## src/rtl/reg_dump_reader.sv

```systemverilog
// reg_dump_reader
//   Debug read-out engine for the CPU register file. A start pulse in IDLE
//   walks addresses 0..Nloc-1 through a spare register-file read port and
//   streams each {address, data} pair over a valid/ready handshake. The
//   register file is only ever read.
//
// Ports
//   clock      : single clock, all state changes on its rising edge
//   reset_n    : synchronous active-low reset
//   start      : request a full dump (only looked at in IDLE)
//   abort      : end a dump in progress at the next edge
//   ReadAddr   : address driven to the register-file read port
//   ReadData   : combinational data returned by that port
//   out_addr   : address of the word being presented
//   out_data   : register value being presented
//   out_valid  : out_addr/out_data are valid
//   out_ready  : consumer takes the word when out_valid & out_ready at an edge
//   busy       : high whenever the engine is not IDLE
//   done       : one-cycle pulse after the last word or after an abort
module reg_dump_reader #(
  parameter int Abits = 5,
  parameter int Dbits = 32,
  parameter int Nloc  = 32
) (
  input  logic             clock,
  input  logic             reset_n,
  input  logic             start,
  input  logic             abort,
  output logic [Abits-1:0] ReadAddr,
  input  logic [Dbits-1:0] ReadData,
  output logic [Abits-1:0] out_addr,
  output logic [Dbits-1:0] out_data,
  output logic             out_valid,
  input  logic             out_ready,
  output logic             busy,
  output logic             done
);

  typedef enum logic [1:0] {
    IDLE    = 2'd0,
    READ    = 2'd1,
    PRESENT = 2'd2,
    FINISH  = 2'd3
  } state_t;

  localparam logic [Abits-1:0] LastAddr = Abits'(Nloc - 1);

  state_t state;
  state_t nextState;
  logic   accept;

  assign accept = out_valid & out_ready;

  // State register
  always_ff @(posedge clock) begin
    if (!reset_n) begin
      state <= IDLE;
    end else begin
      state <= nextState;
    end
  end

  // Next-state logic
  always_comb begin
    nextState = state;
    case (state)
      IDLE: begin
        if (start) nextState = READ;
      end
      READ: begin
        nextState = abort ? FINISH : PRESENT;
      end
      PRESENT: begin
        // An acceptance in the same cycle as abort still counts as delivered;
        // abort simply prevents the walk from continuing.
        if (abort) begin
          nextState = FINISH;
        end else if (accept) begin
          nextState = (ReadAddr == LastAddr) ? FINISH : READ;
        end
      end
      FINISH: begin
        nextState = IDLE;
      end
      default: nextState = IDLE;
    endcase
  end

  // Address counter and presented-word registers
  always_ff @(posedge clock) begin
    if (!reset_n) begin
      ReadAddr  <= '0;
      out_addr  <= '0;
      out_data  <= '0;
      out_valid <= 1'b0;
    end else begin
      case (state)
        IDLE: begin
          if (start) ReadAddr <= '0;
        end
        READ: begin
          // ReadData is only captured here, with ReadAddr held for the cycle.
          if (abort) begin
            out_valid <= 1'b0;
          end else begin
            out_data  <= ReadData;
            out_addr  <= ReadAddr;
            out_valid <= 1'b1;
          end
        end
        PRESENT: begin
          if (abort || accept) out_valid <= 1'b0;
          // The counter stops at the last address rather than wrapping.
          if (!abort && accept && (ReadAddr != LastAddr)) begin
            ReadAddr <= ReadAddr + 1'b1;
          end
        end
        default: ;
      endcase
    end
  end

  // Outputs decoded from state
  always_comb begin
    busy = 1'b0;
    done = 1'b0;
    if (state != IDLE)   busy = 1'b1;
    if (state == FINISH) done = 1'b1;
  end

endmodule

```

## config.mk

```make
export PLATFORM = sky130hd
export DESIGN_NAME = reg_dump_reader
export DESIGN_NICKNAME = d
export VERILOG_FILES = /design/src/rtl/reg_dump_reader.sv
export SDC_FILE = /design/constraint.sdc
export NUM_CORES = 1
export LEC_CHECK = 0
export ABC_AREA = 1
export CORE_MARGIN = 3
export CORE_UTILIZATION = 41
export DETAILED_ROUTE_END_ITERATION = 6
export PLACE_DENSITY = 0.77
export REMOVE_ABC_BUFFERS = 1
export SETUP_SLACK_MARGIN = 0.05
export SLEW_MARGIN = 20
export SYNTH_ARGS = -nofsm -noshare
export SYNTH_HDL_FRONTEND = slang
export SYNTH_SLANG_ARGS = --single-unit
export TNS_END_PERCENT = 30
```

## constraint.sdc

```tcl
create_clock -name clock -period 1.8 [get_ports clock]
set_input_delay 0.27 -clock clock [delete_from_list [all_inputs] [get_ports clock]]
set_output_delay 0.27 -clock clock [all_outputs]
set_load 0.03 [all_outputs]
```

Yosys cells after proc, flatten, opt, wreduce, memory -nomap -nowiden
Cells that the tools add are included.
{"block": "totals", "ff_bits": 45, "latchBits": 0, "ram_bits": 0, "rom_bits": 0, "output_inout_bits": 45, "mem_count": 0}
{"block": "classes", "addsub": 1, "multipliers": 0, "div_mod_pow": 0, "order_cmp": 0, "n_eq_ne": 9, "shifts": 0, "muxes": 14, "bitwise_logic": 2, "n_reduce_logical": 12}
{"operator": "$mux 5", "n": 2}
{"operator": "$pmux 5 s2", "n": 1}
{"operator": "$mux 2", "n": 4}
{"operator": "$pmux 2 s4", "n": 1}
{"operator": "$ne 2x2->1 const B", "n": 3}
{"operator": "$reduce_and 2->1", "n": 3}
{"operator": "$reduce_bool 2->1", "n": 3}
{"operator": "$add 5x1->5 const B", "n": 1}
{"operator": "$eq 5x5->1 const B", "n": 1}
{"operator": "$mux 1", "n": 5}
{"operator": "$ne 5x5->1 const B", "n": 1}
{"operator": "$eq 2x2->1 const B", "n": 2}
{"operator": "$ne 3x3->1 const B", "n": 1}
{"operator": "$reduce_and 3->1", "n": 1}
{"operator": "$eq 2x1->1 const B", "n": 1}
{"operator": "$logic_and 1x1->1", "n": 2}
{"operator": "$logic_not 2->1", "n": 1}
{"operator": "$pmux 1 s2", "n": 1}
{"operator": "$and 1x1->1", "n": 1}
{"operator": "$logic_not 1->1", "n": 1}
{"operator": "$logic_or 1x1->1", "n": 1}
{"operator": "$not 1->1", "n": 1}

Longest topological paths before layout
{"block": "depth", "depth_word": 5, "mapped_depth": 10}

Least setup slack after synthesis
No wires, ideal clock.
{"block": "synth_path", "kind": "flip-flop to flip-flop", "from": "reg ReadAddr[1]", "to": "reg ReadAddr[2]", "setup_time_ns": 0.070, "arrival_time_ns": 1.529, "required_ns": 1.730, "slack_ns": 0.200, "path_stages_with_launch": 11, "path_buffers": 0, "synth_period_minus_slack_ns": 1.600, "path_cell_list": "dfxtp_1 > ha_1 > nand2_1 > nor2_1 > ha_1 > inv_1 > nand2_1 > nand2_1 > nand3_2 > nand2_1 > a21oi_1"}
{"block": "synth_via", "elab_chain_len": 4}
{"element": "from (decl)", "line": "29", "text": "output logic [Abits-1:0] ReadAddr,"}
{"element": "from (signal assigned)", "line": "115", "text": "ReadAddr <= ReadAddr + 1'b1;"}
{"element": "parallel branches: the longest is 4 deep, another holds $add 5x1->5"}
Parallel ways; which one is timed is not known. The select of a mux whose other input is x is not followed.
A chain may end at the register's enable or synchronous reset.

Final worst setup path
{"block": "layout_path", "from": "reg ReadAddr[1]", "to": "out ReadAddr[1]"}
No word-level cell between the ends.

==> out/qor.csv <==
metric,value,unit
power.total,2.217,mW
design_area,0.002744,sq mm
ant_nets,0,
post_drt_wl_per_cell,12.82,um
ios,82,
numCtsBuffers,5,
worstSetupPathType,flop to primary output,
drc,0,
cts_buffer_depth,2,
max-slew-margin-rel,77.08,%
antenna_found_initial,0,
cts_tree,built,
outcome,finished clean,
r2r_slack,0.28,ns
setup_violations,0,
cts_resized,2,
first_global_vias,1685,
p_sw,672.0,uW
grt_pass1_wl,7479,um
synth_warnings,0,
clk_latency,0.29,ns
p_per_area,808.0,mW/mm^2
clock.fmax,588.8,MHz
rsz0062_at_grt,yes,
hold_viol,0,
avgSynthCellArea,7.581,sq um
clk_pin_slew,0.08,ns
path_max_fanout,6,
dr.pass1.iters,4,
worstMarginPinSlew,0.3427,ns
rows,23,
maxCapViolations,0,
power.share.clock,27.7,%
cp_cell_sequence,clkdlybuf4s50_1,
num_vias,1821,
placed_area,0.002656,sq mm
root_buffer,clkbuf_8,
critPathTopFamily,buffers and inverters,
r2r-end,ReadAddr[2],
viasPerCell,4.975,
end_kind,primary output,
final_common_cell,clkdlybuf4s50_1,
synth_seq_cells,45,
area_growth_syn_to_layout,52.72,%
die_h,72.20,um
whs_path_depth,2,
seqPwrFrac,48.7,%
drtIter0Drc,98,
fin_worst_skew,0.008660,ns
grt_use_total,17.87,%
layout_common_cells,"78 x clkdlybuf4s50_1, 60 x nand2_1, 45 x dfxtp_1, 44 x a21oi_1, 41 x nand3_1",
ys_seq_area_share,50.14,%
p_comb_share,23.6,%
min_to,out_data[7],
cts_setup_buffers,0,
drv_slew,0,
startpoint_type,flop,
start_util,43.66,%
dieArea,0.005213,sq mm
fillers,375,
drive_gt1_share,6.329,%
min_period,1.698,ns
netlist.area_leader.share,50.14,%
path_buf_inv,1,
ir_drop,0.0005607,V
switching_share,30.31,%
hold_buffers,0,
antenna_cells,0,
reg2reg_depth,10,
htreeDepth,2,
leakage,1.003,nW
cts.sinks,45,
dp_hpwl,3209,um
r2r_start,ReadAddr[1],
syn_inst,237,
gp_congestion,0.7472,
ys_top_cells_by_area,"dfxtp_1 50%, nand2_1 13%, a21oi_1 12%",
synthDistinctLibCells,19,
synthesis.area,0.001797,sq mm
hp-class,flop to flop,
yosysTopAreaCell,dfxtp_1,
core,0.004115,sq mm
arrival,1.43,ns
layout.nets,354,
portBuffers,81,
critPathSlowestCell,clkdlybuf4s50_1,
wl,4692,um
grt_max_degree,45,
min_from,out_data[7],
overflow,0,
required,1.53,ns
internal_power,1.545,mW
die_x,72.20,um
cpPeakStageDelay,0.71,ns
fin_crit_sh,94.36,%
## power by group through the flow
stage	logic (mW)	clock network, mW	registers (mW)
6_report	0.524	0.614	1.08
5_1_grt	0.567	0.667	1.09
4_1_cts	0.528	0.627	1.08
3_5_place_dp	0.532	0	1.10
3_3_place_gp	0.527	0	1.10
2_1_floorplan	0.186	0	1.19
## sequential cells by signal, indices dropped and copies added (netlist names)
signal	flops
out_valid	1
out_addr	5
out_data	32
state	2
ReadAddr	5
## per-stage QoR
stage | util (%) | hold WS (ns) | TNS, ns | std cells | setup WS (ns)
2_1_floorplan | - | 0.4075 | -5.442 | 221 | -0.1446
3_3_place_gp | 64.55 | 0.4465 | 0 | 358 | 0.2733
3_5_place_dp | 64.55 | 0.4514 | 0 | 358 | 0.2356
4_1_cts | 66.62 | 0.4652 | 0 | 366 | 0.06637
5_1_grt | 66.68 | 0.4786 | 0 | 366 | 0.03923
6_report | 66.68 | 0.4618 | 0 | 366 | 0.1015
## final cells by class
| class | count | area, sq um | share of cell area (%) |
|---|---|---|---|
| Timing Repair Buffer | 87 | 880.8 | 32.10 |
| Sequential cell | 45 | 900.9 | 32.83 |
| Multi-Input combinational cell | 163 | 763.2 | 27.82 |
| Clock buffer | 6 | 72.57 | 2.645 |
| Tap cell | 50 | 62.56 | 2.280 |
| Inverter | 13 | 48.80 | 1.778 |
| Clock inverter | 2 | 15.01 | 0.5472 |
## kinds of logic after synthesis
kind of cell,Yosys count,synth area share (%)
flops,45,50.14
compound gates,48,13.51
fa+ha+maj,2,1.393
buf+inv,29,7.382
simple gates,113,27.58
## worst max path at each step
stage                           start     endpoint  depth (start not counted)
after floorplan              state[0]  out_addr[0]                          5
after detailed placement        abort    out_valid                          7
final                     ReadAddr[1]  ReadAddr[1]                          1
after CTS                 ReadAddr[2]  ReadAddr[2]                          1
after global placement          abort     state[0]                          6
after global routing      ReadAddr[0]  ReadAddr[0]                          1
## synth_stat cells
library cell  number
a21oi_1           44
buf_2              4
buf_4              5
clkbuf_1           7
dfxtp_1           45
ha_1               2
inv_1              9
inv_2              4
nand2_1           60
nand3_1           41
nand3_2            1
nand4_1            1
nor2_1             7
nor2_2             1
nor2_4             1
nor3_1             1
o21a_1             1
o21ai_0            1
o21ai_1            2
## routing by layer
| metal | global-route usage [%] | vias to the layer above | part of all wire (%) |
|---|---|---|---|
| met5 | 0 | - | 0 |
| met4 | 5.637 | 0 | 0.79 |
| met3 | 5.817 | 4 | 7.9 |
| met2 | 31.04 | 52 | 49 |
| met1 | 20.71 | 829 | 42 |
| li1 | - | 936 | - |
(Power assumes the default switching activity.)
